## config.mk

```make
export PLATFORM = sky130hd
export DESIGN_NAME = mc_ctrl_fsm
export DESIGN_NICKNAME = d
export VERILOG_FILES = /design/src/rtl/mc_ctrl_pkg.sv /design/src/rtl/mc_ctrl_decode.sv /design/src/rtl/mc_ctrl_fsm.sv
export SDC_FILE = /design/constraint.sdc
export NUM_CORES = 1
export LEC_CHECK = 0
export CORE_MARGIN = 2
export CORE_UTILIZATION = 51
export CTS_CLUSTER_SIZE = 12
export DETAILED_ROUTE_END_ITERATION = 7
export PLACE_DENSITY = 0.92
export REMOVE_ABC_BUFFERS = 1
export SYNTH_ARGS = -nofsm -noshare
export SYNTH_HDL_FRONTEND = slang
export SYNTH_SLANG_ARGS = --single-unit
export TNS_END_PERCENT = 20
```

## constraint.sdc

```tcl
create_clock -name clk -period 5.1 [get_ports clk]
set_input_delay 1.275 -clock clk [delete_from_list [all_inputs] [get_ports clk]]
set_output_delay 1.275 -clock clk [all_outputs]
set_load 0.005 [all_outputs]
```

## src/rtl/mc_ctrl_pkg.sv

```systemverilog
// Shared encodings for the multi-cycle MIPS control FSM: states, opcodes,
// ALU codes and datapath mux selects.
package mc_ctrl_pkg;

    typedef enum logic [3:0] {
        S_IF      = 4'd0,
        S_ID      = 4'd1,
        S_MEMADR  = 4'd2,
        S_MEMRD   = 4'd3,
        S_MEMWB   = 4'd4,
        S_MEMWR   = 4'd5,
        S_EXE     = 4'd6,
        S_RWB     = 4'd7,
        S_BR      = 4'd8,
        S_JMP     = 4'd9,
        S_ADDI_EX = 4'd10,
        S_ADDI_WB = 4'd11,
        S_HALT    = 4'd12
    } state_t;

    localparam logic [5:0] OP_RTYPE  = 6'b000000;
    localparam logic [5:0] OP_ADDI   = 6'b001000;
    localparam logic [5:0] OP_LW     = 6'b100011;
    localparam logic [5:0] OP_SW     = 6'b101011;
    localparam logic [5:0] OP_BEQ    = 6'b000100;
    localparam logic [5:0] OP_J      = 6'b000010;
    localparam logic [5:0] FUNCT_ADD = 6'b100000;

    localparam logic [2:0] ALU_ADD = 3'b000;
    localparam logic [2:0] ALU_SUB = 3'b001;

    localparam logic [1:0] SRCB_REG     = 2'b00;
    localparam logic [1:0] SRCB_FOUR    = 2'b01;
    localparam logic [1:0] SRCB_IMM     = 2'b10;
    localparam logic [1:0] SRCB_IMM_SH2 = 2'b11;

    localparam logic [1:0] PCSRC_ALU    = 2'b00;
    localparam logic [1:0] PCSRC_ALUOUT = 2'b01;
    localparam logic [1:0] PCSRC_JUMP   = 2'b10;

    // Last state of every legal instruction; these retire it.
    function automatic logic is_terminal(input state_t s);
        return (s == S_MEMWB) || (s == S_MEMWR) || (s == S_RWB) ||
               (s == S_BR) || (s == S_JMP) || (s == S_ADDI_WB);
    endfunction

endpackage

```

## src/rtl/mc_ctrl_decode.sv

```systemverilog
// Combinational state -> control word decode. Everything is held at 0 while
// rst is high so nothing fires before the synchronous reset has taken effect.
module mc_ctrl_decode
    import mc_ctrl_pkg::*;
(
    input  logic       rst,
    input  logic [3:0] state,
    output logic       pc_write,
    output logic       pc_write_cond,
    output logic       i_or_d,
    output logic       mem_read,
    output logic       mem_write,
    output logic       ir_write,
    output logic       mem_to_reg,
    output logic       reg_dst,
    output logic       reg_write,
    output logic       alu_src_a,
    output logic [1:0] alu_src_b,
    output logic [2:0] alu_op,
    output logic [1:0] pc_source,
    output logic       instr_done
);

    always_comb begin
        pc_write      = 1'b0;
        pc_write_cond = 1'b0;
        i_or_d        = 1'b0;
        mem_read      = 1'b0;
        mem_write     = 1'b0;
        ir_write      = 1'b0;
        mem_to_reg    = 1'b0;
        reg_dst       = 1'b0;
        reg_write     = 1'b0;
        alu_src_a     = 1'b0;
        alu_src_b     = SRCB_REG;
        alu_op        = ALU_ADD;
        pc_source     = PCSRC_ALU;
        instr_done    = 1'b0;
        if (!rst) begin
            instr_done = is_terminal(state_t'(state));
            case (state)
                S_IF: begin
                    mem_read  = 1'b1;
                    ir_write  = 1'b1;
                    pc_write  = 1'b1;
                    alu_src_b = SRCB_FOUR;
                    alu_op    = ALU_ADD;
                    pc_source = PCSRC_ALU;
                end
                // Branch target is precomputed here from PC + offset.
                S_ID: begin
                    alu_src_a = 1'b0;
                    alu_src_b = SRCB_IMM_SH2;
                    alu_op    = ALU_ADD;
                end
                S_MEMADR, S_ADDI_EX: begin
                    alu_src_a = 1'b1;
                    alu_src_b = SRCB_IMM;
                    alu_op    = ALU_ADD;
                end
                S_MEMRD: begin
                    mem_read = 1'b1;
                    i_or_d   = 1'b1;
                end
                S_MEMWB: begin
                    reg_write  = 1'b1;
                    mem_to_reg = 1'b1;
                    reg_dst    = 1'b0;
                end
                S_MEMWR: begin
                    mem_write = 1'b1;
                    i_or_d    = 1'b1;
                end
                S_EXE: begin
                    alu_src_a = 1'b1;
                    alu_src_b = SRCB_REG;
                    alu_op    = ALU_ADD;
                end
                S_RWB: begin
                    reg_write = 1'b1;
                    reg_dst   = 1'b1;
                end
                S_BR: begin
                    alu_src_a     = 1'b1;
                    alu_src_b     = SRCB_REG;
                    alu_op        = ALU_SUB;
                    pc_write_cond = 1'b1;
                    pc_source     = PCSRC_ALUOUT;
                end
                S_JMP: begin
                    pc_write  = 1'b1;
                    pc_source = PCSRC_JUMP;
                end
                S_ADDI_WB: begin
                    reg_write  = 1'b1;
                    reg_dst    = 1'b0;
                    mem_to_reg = 1'b0;
                end
                default: ;
            endcase
        end
    end

endmodule

```

## src/rtl/mc_ctrl_fsm.sv

```systemverilog
// Multi-cycle MIPS control FSM: state register, next-state, illegal flag and
// retired counter. Define MC_SINGLE_STEP_EN for the HALT/step debug mode.
module mc_ctrl_fsm
    import mc_ctrl_pkg::*;
#(
    parameter int CNT_W   = 32,
    parameter int STATE_W = 4
) (
    input  logic               clk,
    input  logic               rst,
`ifdef MC_SINGLE_STEP_EN
    input  logic               step,
`endif
    input  logic [5:0]         op,
    input  logic [5:0]         funct,
    output logic               pc_write,
    output logic               pc_write_cond,
    output logic               i_or_d,
    output logic               mem_read,
    output logic               mem_write,
    output logic               ir_write,
    output logic               mem_to_reg,
    output logic               reg_dst,
    output logic               reg_write,
    output logic               alu_src_a,
    output logic [1:0]         alu_src_b,
    output logic [2:0]         alu_op,
    output logic [1:0]         pc_source,
    output logic [STATE_W-1:0] state,
    output logic               instr_done,
    output logic               illegal,
    output logic [CNT_W-1:0]   retired
);

`ifdef MC_SINGLE_STEP_EN
    localparam state_t TERM_NEXT = S_HALT;
`else
    localparam state_t TERM_NEXT = S_IF;
`endif

    state_t state_q;

    assign state = state_q;

    always_ff @(posedge clk) begin
        if (rst) begin
            state_q <= S_IF;
            illegal <= 1'b0;
            retired <= '0;
        end else begin
            if (is_terminal(state_q)) retired <= retired + CNT_W'(1);
            case (state_q)
                S_IF: state_q <= S_ID;
                S_ID: begin
                    if (op == OP_LW || op == OP_SW)                state_q <= S_MEMADR;
                    else if (op == OP_RTYPE && funct == FUNCT_ADD) state_q <= S_EXE;
                    else if (op == OP_ADDI)                        state_q <= S_ADDI_EX;
                    else if (op == OP_BEQ)                         state_q <= S_BR;
                    else if (op == OP_J)                           state_q <= S_JMP;
                    else begin
                        state_q <= S_IF;
                        illegal <= 1'b1;
                    end
                end
                S_MEMADR:  state_q <= (op == OP_LW) ? S_MEMRD : S_MEMWR;
                S_MEMRD:   state_q <= S_MEMWB;
                S_EXE:     state_q <= S_RWB;
                S_ADDI_EX: state_q <= S_ADDI_WB;
                S_MEMWB, S_MEMWR, S_RWB, S_BR, S_JMP, S_ADDI_WB:
                           state_q <= TERM_NEXT;
`ifdef MC_SINGLE_STEP_EN
                S_HALT:    state_q <= step ? S_IF : S_HALT;
`endif
                // Unused encodings recover to fetch and flag the fault.
                default: begin
                    state_q <= S_IF;
                    illegal <= 1'b1;
                end
            endcase
        end
    end

    mc_ctrl_decode u_decode (
        .rst           (rst),
        .state         (state_q),
        .pc_write      (pc_write),
        .pc_write_cond (pc_write_cond),
        .i_or_d        (i_or_d),
        .mem_read      (mem_read),
        .mem_write     (mem_write),
        .ir_write      (ir_write),
        .mem_to_reg    (mem_to_reg),
        .reg_dst       (reg_dst),
        .reg_write     (reg_write),
        .alu_src_a     (alu_src_a),
        .alu_src_b     (alu_src_b),
        .alu_op        (alu_op),
        .pc_source     (pc_source),
        .instr_done    (instr_done)
    );

endmodule

```

Word-level counts from Yosys, hierarchy flattened
Cells that the tools add are included.
Cells by class
  multiply operators: 0
  reduce and logical (&&, ||, !) cells: 17
  bitwise logic cells: 1
  order comparisons: 0
  shifts and indexed selects: 0
  mux-type cells: 40
  div/mod/pow operators: 0
  add/subtract/negate cells: 1
  eq/ne operators: 22
Operators by type and width (number)
  adder 32 x 1 -> 32 bit, second input constant: 1
  2-to-1 mux 1 bit: 27
  one-hot mux 4 bit (6 select lines): 1
  2-to-1 mux 4 bit: 5
  equality test 6 bit, second input constant: 3
  equality test 4 x 3 -> 1 bit, second input constant: 4
  equality test 4 bit, second input constant: 4
  OR reduction 11 bit: 1
  != test 2 bit, second input constant: 5
  equality test 4 x 2 -> 1 bit, second input constant: 2
  OR reduction 2 bit: 4
  equality test 6 x 2 -> 1 bit, second input constant: 1
  equality test 6 x 3 -> 1 bit, second input constant: 1
  equality test 6 x 4 -> 1 bit, second input constant: 1
  zero test 6 bit: 1
  logical OR 1 bit: 6
  2-to-1 mux 3 bit: 2
  one-hot mux 2 bit (3 select lines): 1
  AND reduction 6 bit: 1
  equality test 4 x 1 -> 1 bit, second input constant: 1
  zero test 4 bit: 1
  2-to-1 mux 2 bit: 2
  one-hot mux 2 bit (2 select lines): 1
  OR reduction 4 bit: 1
  other kinds (4): 4
Word-level totals
  RAM bits: 0
  latch bits: 0
  flip-flop bits (word level): 37
  ROM bits: 0
  word-level logic and storage cells: 84
  output and inout bits: 55
  memories kept: 0

Depth between registers and ports, before layout
Gate-level depths: netlist of the first run.
  depth in word-level cells: 7
  mapped depth: 6

Modules after synthesis
From an unflattened synthesis of the first run, not the netlist that was laid out.
Second synthesis, totals
  cell total of the unflattened synthesis: 249
  area, all modules: 2085.8 µm²
By module, submodules not included
  mc_ctrl_fsm: cells each 216, area an instance 1829.3 µm², instances 1
  mc_ctrl_decode: cells each 33, area an instance 256.5 µm², instances 1

Worst setup path before layout of the first run
Ideal clock, no wire load.
  path kind: input-to-output
  start: input port rst
  end: output port mem_read
  buffers on the path: 3
  arrival time: 2.178 ns
  stages: 4
  setup slack: 1.647 ns
  data required time: 3.825 ns
  path through: clkbuf_1 -> clkbuf_1 -> buf_1 -> nor4_1
On the way
  word-level cells in the longest chain between the ends: 1
Ends and longest elaborated chain
  start: declaration: line mc_ctrl_fsm.sv:10  | input logic rst,
  2-to-1 mux 1 bit: line mc_ctrl_decode.sv:39  | if (!rst) begin
  end: declaration: line mc_ctrl_fsm.sv:19  | output logic mem_read,
No other way between the ends.

Worst setup path after layout of the first run
  start: input port rst
  end: output port pc_write
On the way
  word-level cells in the longest chain between the ends: 1
Ends and longest elaborated chain
  2-to-1 mux 1 bit: line mc_ctrl_decode.sv:39
  end: declaration: line mc_ctrl_fsm.sv:16  | output logic pc_write,
No other way between the ends.

==> summary.md, run 1 <==
| Metric | Value |
|---|---|
| Ys Warns | 0 |
| Critical setup path kind | in2out |
| Count of filler cells inserted in the layout | 367 |
| Layout cells sized above 1 | 10.8% |
| Vias | 2238 |
| Setup Skew | 0.00617 ns |
| Fmax | 245 MHz |
| DRT Wirelength | 5560 µm |
| CP startpoint | rst |
| Area post-placement | 0.00288 mm² |
| Synth area leader | dfxtp_1 |
| Cts repair resizes | 0 |
| Worst reg-to-reg path cell count | 4 |
| CP startpoint kind | primary input |
| Rel. slew slack | 30.4% |
| Worst Hold Path Cells | 2 |
| P per Cell Area | 196 mW/mm² |
| Nets@finish | 347 |
| Static Leak | 1.04 nW |
| Commonest non-fill, non-tap cell in the layout | clkdlybuf4s50_1 |
| Cell Area, Synth | 0.00225 mm² |
| Root Driver | clkbuf_8 |
| Pins Over Slew Limit | 0 |
| Critical path peak fanout | 33 |
| Sequential share of power | 50.3% |
| Chip Height | 70.5 µm |
| Initial Util | 52.5% |
| HP Start | illegal |
| DR vias/cell | 5.83 |
| Area grow syn2layout | 32.2% |
| Final Cell Area | 0.00298 mm² |
| Clock sinks | 37 |
| Post-DP HPWL | 3860 µm |
| Worst vdd ir | 139 µV |
| Fin crit share | 80.1% |
| Wire per inst | 14.5 µm |
| Die Wd | 70.5 µm |
| Diodes inserted | 0 |
| Initial DRC Count | 142 |
| Max Root-Sink Buffers | 2 |
| Post-CTS setup buffers | 0 |
| EDFF count, synth | 0 |
| CP arrival | 2.81 ns |
| Grt total ovfl | 0 |
| Core area | 0.00429 mm² |
| Gate power share | 7.9% |
| Gpl congestion | 0.825 |
| Seq cells post-synth | 37 |
| Initial antenna violation count | 0 |
| Sequential fraction of the synthesis area | 32.9% |
| CTS tree | done |
| Worst min path class | reg2reg |
| Port-buffer cells | 66 |
| Syn Area/Cell | 8.05 µm² |
| I/O pin count | 69 |
| Largest cells by area after synthesis | dfxtp_1 (33%), mux2_2 (9.0%), nor4_1 (6.7%) |
| Syn Inst Count | 280 |
| Yosys top cell area share | 32.9% |
| Clk_lat worst skew | 0.29 ns |
| Sw Ratio | 21.9% |
| DIE AREA | 0.00497 mm² |
| Hold Buf Count CTS | 0 |
| Clock Pin Slew Worst Setup and Hold Paths | 0.06 ns |
| CP required | 3.83 ns |
| Vias in the first global route | 2026 |
| Least-Margin Pin Slew | 1.04 ns |
| Most frequent cells in the layout | clkdlybuf4s50_1 (65), dfxtp_1 (37), nor2_1 (33) |
| Crit path time final | 4.08 ns |
| Tot GR Track Use | 22.9% |
| Synth cell types | 47 |
| Setup violators final | 0 |
| H-tree levels | 2 |
| Largest net degree at the start of global routing | 34 |
| RSZ-0062 raised after global routing | no |
| P_int | 0.000457 W |
| DRC | 0 |
| Net switching power | 0.000128 W |
| CP Capture Type | output pin |
| Row count | 24 |
| Max-cap violation count | 0 |
| CTS buffer count | 5 |
| First-pass GRT wire length | 9250 µm |
| Drt pass-1 iters | 4 |
| Setup tns final | 0 ns |
| Most used DFF post-synth | dfxtp_1 |
| R2r startpoint | state[2] |
| Clock network fraction of total power | 41.8% |
| Status | completed |
| Synth async-reset ratio | 0% |
| R2R Setup Slk | 2.49 ns |
| Antenna Violating Nets Remaining | 0 |
| Final Hold Violating Endpoints | 0 |
[cell families (layout without fill, tap and decap cells)]
family,Yosys count,count (layout),synth area share [%]
AND/OR/NAND/NOR,154,154,38.7
multiplexers,19,19,9.43
XOR/XNOR,9,9,3.83
other,1,2,0.166
buffers and inverters,28,79,5.72
flip-flops,37,37,32.9
adder cells (fa/ha/maj),1,1,0.555
AO/OA/AOI/OAI,31,31,8.71
[state kept, by name, summed over array words and instances (netlist names)]
name	flops
illegal	1
state	4
retired	32
[cells in the mapped netlist (5+ instances only)]
library cell	count
nand2_1	17
and3_1	5
a21oi_1	11
nand4_1	9
nor4_1	24
nor2b_1	21
clkbuf_1	14
dfxtp_1	37
inv_1	5
nor3_1	6
nor2_1	33
nand3_1	11
o31ai_1	6
xor2_1	7
mux2_2	18
[per-layer routing]
layer	global-route usage [%]	vias to the layer above	wire, µm
met1	28.1	1068	2360
met2	39.4	48	2890
met4	8.12	0	103
li1	-	1111	-
met3	4.47	11	215
met5	0	-	0
[stage by stage]
step / setup WS (ns) / total power (W) / hold WS (ns) / cells / util, %
3_5_place_dp: 1.01 / 0.000347 / 0.483 / 377 / 67.0
6_report: 1.02 / 0.000585 / 0.502 / 384 / 69.4
2_1_floorplan: 2.03 / 0.000315 / 0.473 / 258 / -
4_1_cts: 1.02 / 0.000590 / 0.503 / 384 / 69.4
5_1_grt: 0.944 / 0.000607 / 0.547 / 384 / 69.4
3_3_place_gp: 1.08 / 0.000346 / 0.489 / 377 / 67.0
[area by class of cell]
cell class / instances / area (µm²) / area share (%)
multi-input combinational: 216 / 1390 / 46.6
sequential: 37 / 741 / 24.9
timing repair buffer: 67 / 663 / 22.3
clock buffer: 5 / 68.8 / 2.31
tap: 52 / 65.1 / 2.18
clock inverter: 2 / 35.0 / 1.18
inverter: 5 / 18.8 / 0.630
[critical path, stage by stage]
cell and delay, ns:
buf_2 0.45, nor2_1 0.11, and3_1 0.21, or2_2 0.29, clkdlybuf4s50_1 0.46
[power groups by stage]
stage	registers (W)	logic [W]	clock network [W]
2_1_floorplan	0.000300	0.0000152	0
3_3_place_gp	0.000301	0.0000448	0
3_5_place_dp	0.000301	0.0000462	0
4_1_cts	0.000294	0.0000464	0.000249
5_1_grt	0.000295	0.0000518	0.000261
6_report	0.000294	0.0000463	0.000244
[path summary, 6_finish.rpt]
check                end
max             pc_write
min              illegal
max reg2reg  retired[29]
min reg2reg      illegal
(Power assumes the default switching activity.)
==> run 2: changes to the inputs <==
- CORE_UTILIZATION: 51 -> 42
- PLACE_DENSITY: 0.92 -> 0.82
- clock period: 5.1 -> 3.4 ns (I/O delays scaled with it)
==> run 2 against run 1 <==
Global-route usage fell by 4.9 points. Sequential cell count unchanged. Core utilization shrank 11 points. Clock-buffer cell count grew 2. Die area up 20%. Routed wire length down 4.5%. Cell count grew 5.7%. Hold slack lost 0.0047 ns. Clock skew about the same. Critical path type is now reg2out. Critical endpoint is now instr_done. Largest cell class unchanged. Highest routed layer unchanged.
==> summary.md, run 2 (synthesized netlist as in run 1, its figures left out) <==
| Metric | Value |
|---|---|
| Status | completed |
| Largest net degree at the start of global routing | 36 |
| Die Wd | 77.3 µm |
| CTS buffer count | 5 |
| RSZ-0062 raised after global routing | no |
| Grt total ovfl | 0 |
| H-tree levels | 2 |
| Row count | 26 |
| CP startpoint kind | register |
| Post-route insts no fill | 406 |
| Initial DRC Count | 78 |
| Clock sinks | 37 |
| Most frequent cells in the layout | clkdlybuf4s50_1 (65), dfxtp_1 (37), nor2_1 (33) |
| Clk_lat worst skew | 0.29 ns |
| CP Capture Type | output pin |
| Post-CTS setup buffers | 0 |
| Post-DP HPWL | 3820 µm |
| Crit path time final | 3.07 ns |
| First-pass GRT wire length | 8940 µm |
| Max Root-Sink Buffers | 2 |
| Fmax | 326 MHz |
| Wire per inst | 13.1 µm |
| Setup violators final | 0 |
| Diodes inserted | 0 |
| Gpl congestion | 0.826 |
| Initial Util | 43.9% |
| Max-cap violation count | 0 |
| Final Hold Violating Endpoints | 0 |
| Area grow syn2layout | 34.1% |
| Max reg flops | 32 |
| Antenna Violating Nets Remaining | 0 |
| Hold Buf Count CTS | 0 |
| R2r startpoint | state[3] |
| Setup Skew | 0.00610 ns |
| Least-Margin Pin Slew | 0.633 ns |
| Chip Height | 77.3 µm |
| Biggest register | retired |
| Critical path peak fanout | 17 |
| CTS tree | done |
| Worst min path class | reg2reg |
| DRT Wirelength | 5310 µm |
| Setup tns final | 0 ns |
| Pins Over Slew Limit | 0 |
| Vias in the first global route | 2033 |
| DRC | 0 |
| CP arrival | 2.22 ns |
| Root Driver | clkbuf_8 |
| FF-to-FF End | retired[9] |
| Fin crit share | 90.2% |
| Worst Hold Path Cells | 2 |
| Cts repair resizes | 0 |
| Worst vdd ir | 191 µV |
| Inst Count DP | 398 |
| HP Start | illegal |
| Tot GR Track Use | 17.9% |
| Static Leak | 1.06 nW |
| R2R Setup Slk | 0.93 ns |
| Port-buffer cells | 66 |
| I/O pin count | 69 |
| Commonest non-fill, non-tap cell in the layout | clkdlybuf4s50_1 |
| Vias | 2253 |
| Clock Pin Slew Worst Setup and Hold Paths | 0.07 ns |
| DIE AREA | 0.00597 mm² |
| Worst reg-to-reg path cell count | 4 |
| Worst Hold End | illegal |
| Drt pass-1 iters | 4 |
| Critical setup path kind | reg2out |
| Rel. slew slack | 57.7% |
| Initial antenna violation count | 0 |
| Layout cells sized above 1 | 11.9% |
| Core area | 0.00514 mm² |
| CP required | 2.55 ns |
| DR vias/cell | 5.55 |
| P per Cell Area | 279 mW/mm² |
| Nets@finish | 350 |
-- run 2: cell count changes in the layout (fill, tap and decap cells not counted) --
| cell | previous run | this run |
|---|---|---|
| buf_4 | 1 | 4 |
| bufinv_16 | 1 | 0 |
| clkbuf_8 | 5 | 7 |
-- run 2: worst max path at each step --
stage | end | start | depth (start not counted) | slack, ns
finish | instr_done | state[0] | 4 | 0.33
global route | instr_done | state[0] | 4 | 0.25
CTS | instr_done | state[3] | 4 | 0.36
detailed placement | pc_write_cond | rst | 5 | 0.51
global placement | alu_src_b[0] | rst | 4 | 0.57
floorplan | pc_write | rst | 3 | 1.18
-- run 2: area by class of cell --
| class | instances | area, µm² |
|---|---|---|
| well taps | 70 | 87.6 |
| repair buffers | 70 | 686 |
| inverters | 5 | 18.8 |
| fillers | 497 | 2120 |
| clock inverters | 1 | 5.00 |
| clock buffers | 7 | 96.3 |
| multi-input cells | 216 | 1390 |
| flip-flops and latches | 37 | 741 |
-- run 2: per-layer routing --
metal	GRT usage [%]	part of all wire [%]	up-vias
met5	0	0	-
met4	8.04	2.4	0
met3	2.59	3.3	11
met2	30.7	49	50
met1	22.2	46	1070
li1	-	-	1122
-- run 2: power by group --
part	leakage [nW]	switching (W)	internal, W
sequential	0.298	0.00000547	0.000436
clock	0.0542	0.000150	0.000183
combinational	0.706	0.0000329	0.0000370
-- run 2: stage by stage --
stage	hold WS [ns]	utilization [%]	area [µm²]	setup WS (ns)	power, W
floorplan	0.473	-	2150	1.18	0.000473
global placement	0.479	56.8	2920	0.574	0.000519
CTS	0.496	58.8	3020	0.358	0.000852
detailed placement	0.486	56.8	2920	0.513	0.000521
global route	0.535	58.8	3020	0.253	0.000875
finish	0.497	58.8	3020	0.332	0.000844
-- run 2: critical path, stage by stage (launching register included) --
cell and delay [ns]:
dfxtp_1 0.65, nand2b_1 0.34, and2_1 0.26, nor2b_1 0.17, clkdlybuf4s50_1 0.51
==> run 3: changes to the inputs <==
- CELL_PAD_IN_SITES_DETAIL_PLACEMENT: unset -> 0
- CELL_PAD_IN_SITES_GLOBAL_PLACEMENT: unset -> 1
- CORE_UTILIZATION: 42 -> 30
- PLACE_DENSITY: 0.82 -> 0.81
==> run 3 against run 2 <==
Maximum frequency decreased by 0.68%. Core utilization decreased by 17 points. Global-route usage decreased by 3.9 points. Critical path depth unchanged. Routed wire length increased by 8.1%. Clock power decreased by 8.1%. Non-clock buffer count unchanged. Setup slack got worse by 0.021 ns. Sequential cell count unchanged. Via count decreased by 2.1%. Cell count increased by 6.9%. Largest power group unchanged.
==> summary.md, run 3 (synthesized netlist as in run 1, its figures left out) <==
| Metric | Value |
|---|---|
| Status | completed |
| Area post-placement | 0.00296 mm² |
| Post-CTS setup buffers | 0 |
| Chip Height | 90.7 µm |
| Worst Hold Slack | 0.511 ns |
| Net switching power | 0.000184 W |
| Crit path time final | 3.09 ns |
| Drt pass-1 iters | 4 |
| R2R Setup Slk | 0.89 ns |
| Clock sinks | 37 |
| Hold Buf Count CTS | 0 |
| Crit-path cells | xor2_2 -> and2_1 -> nor2b_1 -> clkdlybuf4s50_1 |
| Sequential share of power | 53.5% |
| Clk_lat worst skew | 0.28 ns |
| CP startpoint kind | register |
| Largest net degree at the start of global routing | 48 |
| CP Capture Type | output pin |
| Port-buffer cells | 66 |
| Tot GR Track Use | 14.0% |
| Clock network fraction of total power | 37.4% |
| Initial Util | 31.1% |
| Register area | 741 µm² |
| Biggest register | retired |
| Setup violators final | 0 |
| Final Hold Violating Endpoints | 0 |
| Gpl congestion | 0.761 |
| P per Cell Area | 269 mW/mm² |
| Worst vdd ir | 138 µV |
| I/O pin count | 69 |
| Pins Over Slew Limit | 0 |
| Critical Path Slowest Stage Cell | dfxtp_1 |
| CP bufs+invs | 1 |
| Core area | 0.00725 mm² |
| Fin crit share | 90.9% |
| CTS tree | done |
| CP required | 2.55 ns |
| CP arrival | 2.24 ns |
| Root Driver | clkbuf_8 |
| DIE AREA | 0.00822 mm² |
| Worst min path class | reg2reg |
| Sw Ratio | 22.5% |
| Diodes inserted | 0 |
| Setup tns final | 0 ns |
| P_int | 0.000634 W |
| Critical path peak fanout | 13 |
| Row count | 31 |
| Critical setup path kind | reg2out |
| Initial antenna violation count | 0 |
| Fmax | 324 MHz |
| Setup Skew | 0.00447 ns |
| Commonest non-fill, non-tap cell in the layout | clkdlybuf4s50_1 |
| Count of filler cells inserted in the layout | 750 |
| Cts repair resizes | 0 |
| Max incr delay on CP | 0.61 ns |
| Nets@finish | 350 |
| Most frequent cells in the layout | clkdlybuf4s50_1 (65), dfxtp_1 (37), nor2_1 (33) |
| Max Root-Sink Buffers | 2 |
| Die Wd | 90.7 µm |
| Wire per inst | 13.2 µm |
| Vias | 2206 |
| DRT Wirelength | 5740 µm |
| Grt total ovfl | 0 |
| DR vias/cell | 5.08 |
| Initial DRC Count | 92 |
| Gate power share | 9.1% |
| Final Cell Area | 0.00304 mm² |
| Post-DP HPWL | 3950 µm |
| Clock Pin Slew Worst Setup and Hold Paths | 0.07 ns |
| Top delay family on crit path | flip-flops |
| Area grow syn2layout | 35.0% |
| Rel. slew slack | 55.1% |
| Max reg flops | 32 |
| Multi-input gate area | 0.00139 mm² |
| Max-cap violation count | 0 |
| Least-Margin Pin Slew | 0.671 ns |
| First-pass GRT wire length | 9650 µm |
| H-tree levels | 2 |
| DRC | 0 |
| Static Leak | 1.05 nW |
| Antenna Violating Nets Remaining | 0 |
| Total Power | 0.000818 W |
| RSZ-0062 raised after global routing | no |
| CTS buffer count | 5 |
| Layout cells sized above 1 | 11.3% |
| Vias in the first global route | 2069 |
## run 3: cell types whose count changed in the layout (fill, tap and decap cells not counted)
cell,delta
clkinv_2,-1
clkbuf_1,+1
clkbuf_8,-1
## run 3: through the flow
stage                     util, %  setup slack, ns  std cells
after floorplan                 -             1.18        258
after global placement       40.8            0.450        427
after detailed placement     40.8            0.409        427
after CTS                    42.0            0.320        434
after global routing         42.0            0.133        434
final                        42.0            0.311        434
## run 3: path summary, 6_finish.rpt
check,from,to,cells after the start
max reg2reg,state[3],retired[19],4
min reg2reg,illegal,illegal,2
min,illegal,illegal,2
max,state[3],instr_done,4
## run 3: cell type report
type | instances | area share (%)
clock buffer | 7 | 2.84
inverter | 5 | 0.617
multi-input combinational | 216 | 45.6
sequential | 37 | 24.3
tap | 99 | 4.07
timing repair buffer | 70 | 22.5
## run 3: worst reg2reg max path: cells and delay by family (launching register included)
family,cells,cell delay [ns]
XOR/XNOR,1,0.38
flip-flops,1,0.61
multiplexers,1,0.37
AND/OR/NAND/NOR,2,1.04
## run 3: metal layers
| layer | share of wire, % | GRT usage, % | routed length (µm) |
|---|---|---|---|
| met1 | 48 | 18.5 | 2770 |
| met2 | 47 | 22.8 | 2680 |
| met3 | 4.7 | 4.17 | 272 |
| met4 | 0.30 | 2.69 | 17 |
| met5 | 0 | 0 | 0 |
## run 3: power groups by stage
stage               sequential, W  clock (W)  combinational, W
floorplan                0.000450          0         0.0000228
global placement         0.000447          0         0.0000734
detailed placement       0.000448          0         0.0000747
CTS                      0.000437   0.000320         0.0000749
global route             0.000438   0.000343         0.0000828
finish                   0.000437   0.000306         0.0000747
